===== src/rtl/sqrt_iter_hs.sv =====
// sqrt_iter_hs: iterative restoring integer square root, floor(sqrt(A)),
// resolving UNROLL root bits per clock, with valid/ready handshakes on
// the operand and result sides.
// Optional feature macro: SQRT_REMAINDER_EN drives rem = A - root^2;
// without it rem is tied to zero (the internal remainder is still kept
// because every digit decision depends on it).
module sqrt_iter_hs #(
  parameter int N      = 8,
  parameter int UNROLL = 1
) (
  input  logic           clk,
  input  logic           rst,
  input  logic           in_valid,
  output logic           in_ready,
  input  logic [N-1:0]   A,
  output logic           out_valid,
  input  logic           out_ready,
  output logic [N/2-1:0] root,
  output logic [N/2:0]   rem
);

  localparam int H  = N / 2;
  localparam int K  = N / (2 * UNROLL);
  localparam int CW = $clog2(K + 1);

  typedef enum logic [1:0] {IDLE, CALC, DONE} state_t;

  state_t        state;
  logic [N-1:0]  opnd;
  logic [H-1:0]  q;
  logic [H+1:0]  r;
  logic [CW-1:0] cnt;

  logic [N-1:0]  opnd_n;
  logic [H-1:0]  q_n;
  logic [H+1:0]  r_n;
  logic [H+1:0]  r_sh;
  logic [H+1:0]  t;

  // UNROLL restoring digit steps chained combinationally from the current registers
  always_comb begin
    opnd_n = opnd;
    q_n    = q;
    r_n    = r;
    r_sh   = '0;
    t      = '0;
    for (int unsigned i = 0; i < UNROLL; i++) begin
      r_sh   = {r_n[H-1:0], opnd_n[N-1:N-2]};
      opnd_n = {opnd_n[N-3:0], 2'b00};
      t      = {q_n, 2'b01};
      if (r_sh >= t) begin
        r_n = r_sh - t;
        q_n = {q_n[H-2:0], 1'b1};
      end else begin
        r_n = r_sh;
        q_n = {q_n[H-2:0], 1'b0};
      end
    end
  end

  // Handshake FSM with datapath registers and registered flow-control outputs
  always_ff @(posedge clk or negedge rst) begin
    if (!rst) begin
      state     <= IDLE;
      opnd      <= '0;
      q         <= '0;
      r         <= '0;
      cnt       <= '0;
      in_ready  <= 1'b1;
      out_valid <= 1'b0;
    end else begin
      case (state)
        IDLE: begin
          if (in_valid) begin
            opnd     <= A;
            q        <= '0;
            r        <= '0;
            cnt      <= CW'(K);
            in_ready <= 1'b0;
            state    <= CALC;
          end
        end
        CALC: begin
          opnd <= opnd_n;
          q    <= q_n;
          r    <= r_n;
          cnt  <= cnt - 1'b1;
          if (cnt == CW'(1)) begin
            out_valid <= 1'b1;
            state     <= DONE;
          end
        end
        DONE: begin
          if (out_ready) begin
            out_valid <= 1'b0;
            in_ready  <= 1'b1;
            state     <= IDLE;
          end
        end
        default: begin
          state     <= IDLE;
          in_ready  <= 1'b1;
          out_valid <= 1'b0;
        end
      endcase
    end
  end

  assign root = q;

`ifdef SQRT_REMAINDER_EN
  // The final remainder never exceeds 2*root, so the top internal bit is always zero
  assign rem = r[H:0];
`else
  assign rem = '0;
`endif

endmodule


===== config.mk =====
export PLATFORM = sky130hd
export DESIGN_NAME = sqrt_iter_hs
export DESIGN_NICKNAME = d
export VERILOG_FILES = /design/src/rtl/sqrt_iter_hs.sv
export SDC_FILE = /design/constraint.sdc
export NUM_CORES = 1
export LEC_CHECK = 0
export ABC_AREA = 1
export CAP_MARGIN = 20
export CELL_PAD_IN_SITES_DETAIL_PLACEMENT = 2
export CELL_PAD_IN_SITES_GLOBAL_PLACEMENT = 2
export CORE_AREA = 2 2 72 74
export DETAILED_ROUTE_END_ITERATION = 10
export DIE_AREA = 0 0 74 76
export HOLD_SLACK_MARGIN = 0.08
export PLACE_DENSITY_LB_ADDON = 0.1
export SKIP_LAST_GASP = 1
export SLEW_MARGIN = 20
export SYNTH_ARGS = -nofsm -noshare
export SYNTH_HDL_FRONTEND = slang
export SYNTH_SLANG_ARGS = --single-unit
export TNS_END_PERCENT = 100

===== constraint.sdc =====
create_clock -name clk -period 1.3 [get_ports clk]
set_input_delay 0.26 -clock clk [delete_from_list [all_inputs] [get_ports clk]]
set_output_delay 0.26 -clock clk [all_outputs]
set_load 0.05 [all_outputs]

==> flow_summary.yaml <==
pwr:
  p_comb_share_pct: 67.8
  power_density_nw_per_um2: 2865
  p_switching_uw: 2540
  p_seq_share_pct: 23.9
  power.internal_uw: 2959
  swShare_pct: 46.19
  clockPowerShare_pct: 8.3
  ir_worst_vdd_v: 0.0007757
  leakage_uw: 0.0008936
  power_uw: 5499
drt:
  avgRoutedWirePerCell_um: 14.05
  ant_nets: 0
  routed_wl_mm: 3.666
  viasPerCell: 4.337
  vias: 1132
  drc: 0
  drtPass1Iterations: 4
  drt_iter0_markers: 30
run_status:
  status: "finished with violations"
  violations: "negative setup slack"
timing:
  setup_ws_ps: -95.49
  final.period_utilization_pct: 107.3
  fin_hold_ws_ps: 337.5
  fmax_mhz: 716.6
  hold_viol: 0
  drv_slew: 0
  period_minus_slack_ps: 1395
  fin_tns_setup_ps: -448.7
  fin_skew_ps: 2.025
  setup-violations-final: 6
  grt_setup_unrepaired: "true"
synth:
  syn_area_um2: 1249
  synth_cell_types: 26
  synthFlopType: "dfrtp_1"
  ys_top_cells_by_count: "nand2_1, dfrtp_1, inv_1"
  ys_async_sr_fraction_pct: 100.0
  syn_avg_cell_area_um2: 8.553
  ys_ff_latch: 23
  synth_top_cell_by_area: "dfrtp_1"
  synth-seq-area-share_pct: 46.19
  synth_most_common_cell: "nand2_1"
  synthTopCellsByArea: "dfrtp_1, nand2_1, ha_1"
  synth_edf_count: 0
  netlist_instances: 146
  synth_top_area_share_pct: 44.09
  ys_warn_count: 0
global_routing:
  grtUsageTotal_pct: 14.82
  grt_max_degree: 24
  grt_pass1_vias: 1282
  antenna_found_initial: 0
  grt_pass1_wl_mm: 6.396
  grt.overflow.total: 0
clock_network:
  cts_inserted_buffers: 3
  path_clk_slew_ps: 80
  clk_path_buf_depth: 2
  insertion_delay_ps: 260
  htreeDepth: 1
  cts_sinks: 23
  cts_tree: "built"
  root_buffer: "clkbuf_8"
floorplan:
  num_rows: 26
  coreArea_um2: 4912
  die_area_um2: 5624
  pin_count: 23
  die_x_um: 74
  initial_core_util_pct: 25.42
  die-height_um: 76
min_path:
  min_path_type: "in -> async"
worst_setup_path:
  crit_path_start_kind: "register"
  startpoint: "r[2]"
  r2r_start: "r[2]"
  cp-end-kind: "register"
  path_max_fanout: 5
  required_ps: 1460
  arrival_ps: 1550
  path_class: "reg -> reg"
place:
  gp_congestion: 0.7515
  hpwl_mm: 2.829
  portBuffers: 17
  placed_cells: 253
  pre_cts_slack_ps: -168.9
run:
  drv_cap: 0
finish:
  fillerInstances: 531
  stdcell_count: 261
  drive_above_1_share_pct: 40.31
  syn_to_final_growth_pct: 53.71
  num_antenna_cells: 0
  final_nets: 212
==> per-stage QoR <==
stage	utilization (%)	area, um^2
finish	39.07	1919
global placement	35.71	1754
CTS	37.90	1862
global route	39.07	1919
floorplan	-	1311
detailed placement	35.71	1754
==> layout make-up <==
type / count / area [um^2] / area share [%]
clock buffers: 4 / 45.04 / 2.347
inverters: 21 / 78.83 / 4.107
multi-input cells: 99 / 676.9 / 35.27
flip-flops and latches: 23 / 581.8 / 30.31
well taps: 70 / 87.58 / 4.563
repair buffers: 44 / 449.2 / 23.40
==> critical path, stage by stage, from the launching register on <==
cell	delay, ps
dfrtp_1	440
ha_4	300
nand2_4	60
nor2_4	120
nand2_4	80
nand3_4	100
nand2_2	70
nand3_2	60
nand2_1	60
==> layout by cell type, fill, tap and decap left out, drive strengths merged, types with 5 or more instances in the layout <==
master / count
nand4: 5
nor2: 7
ha: 8
buf: 33
nand3: 7
clkdlybuf4s50: 11
dfrtp: 22
o21ai: 9
conb: 5
inv: 21
nand2: 45
==> power groups by stage <==
stage | combinational [uW] | sequential [uW] | clock, uW
floorplan | 1660 | 1520 | 0
global placement | 3090 | 1290 | 0
detailed placement | 3220 | 1310 | 0
CTS | 3480 | 1300 | 480
global route | 4110 | 1360 | 518
finish | 3730 | 1310 | 457
==> state kept, by name (all words and copies together), names as in the netlist <==
name	cells
state	2
out_valid	1
in_ready	1
r	4
opnd	8
cnt	3
root	4
==> cells by family (layout without fill, tap and decap cells) <==
kind of cell,count (synthesis),in the layout,share of synthesized area (%)
xor gates and xnor gates,1,1,0.7015
and+or+nand+nor,64,64,22.55
adders and majority gates,8,8,8.016
AOI/OAI and AO/OA,21,21,11.12
buffers and inverters,28,69,11.12
DFF,23,23,46.19
other,1,5,0.3003
==> path summary, 6_finish.rpt <==
| check | endpoint | slack (ps) | cells after the start |
|---|---|---|---|
| max | r[0] | -100 | 8 |
| min | opnd[0] | 340 | 2 |
| max reg2reg | r[0] | -100 | 8 |
| min reg2reg | opnd[5] | 510 | 2 |
| max in group asynchronous | in_ready | 740 | 2 |
| min in group clk | opnd[5] | 510 | 2 |
==> layer usage <==
metal | vias up | GRT usage (%) | share of wire [%]
met1 | 555 | 18.77 | 42
li1 | 556 | - | -
met2 | 15 | 25.54 | 54
met3 | 6 | 2.381 | 2.5
met5 | - | 0 | 0
met4 | 0 | 4.182 | 1.7
==> repair_timing <==
action / in CTS / in global routing
resized for setup: 7 / 16
endpoints found under the setup margin: 5 / 7
hold buffers: 0 / 0
buffers inserted: 3 / 2
pin swaps: 8 / 13
(Power assumes the default switching activity.)
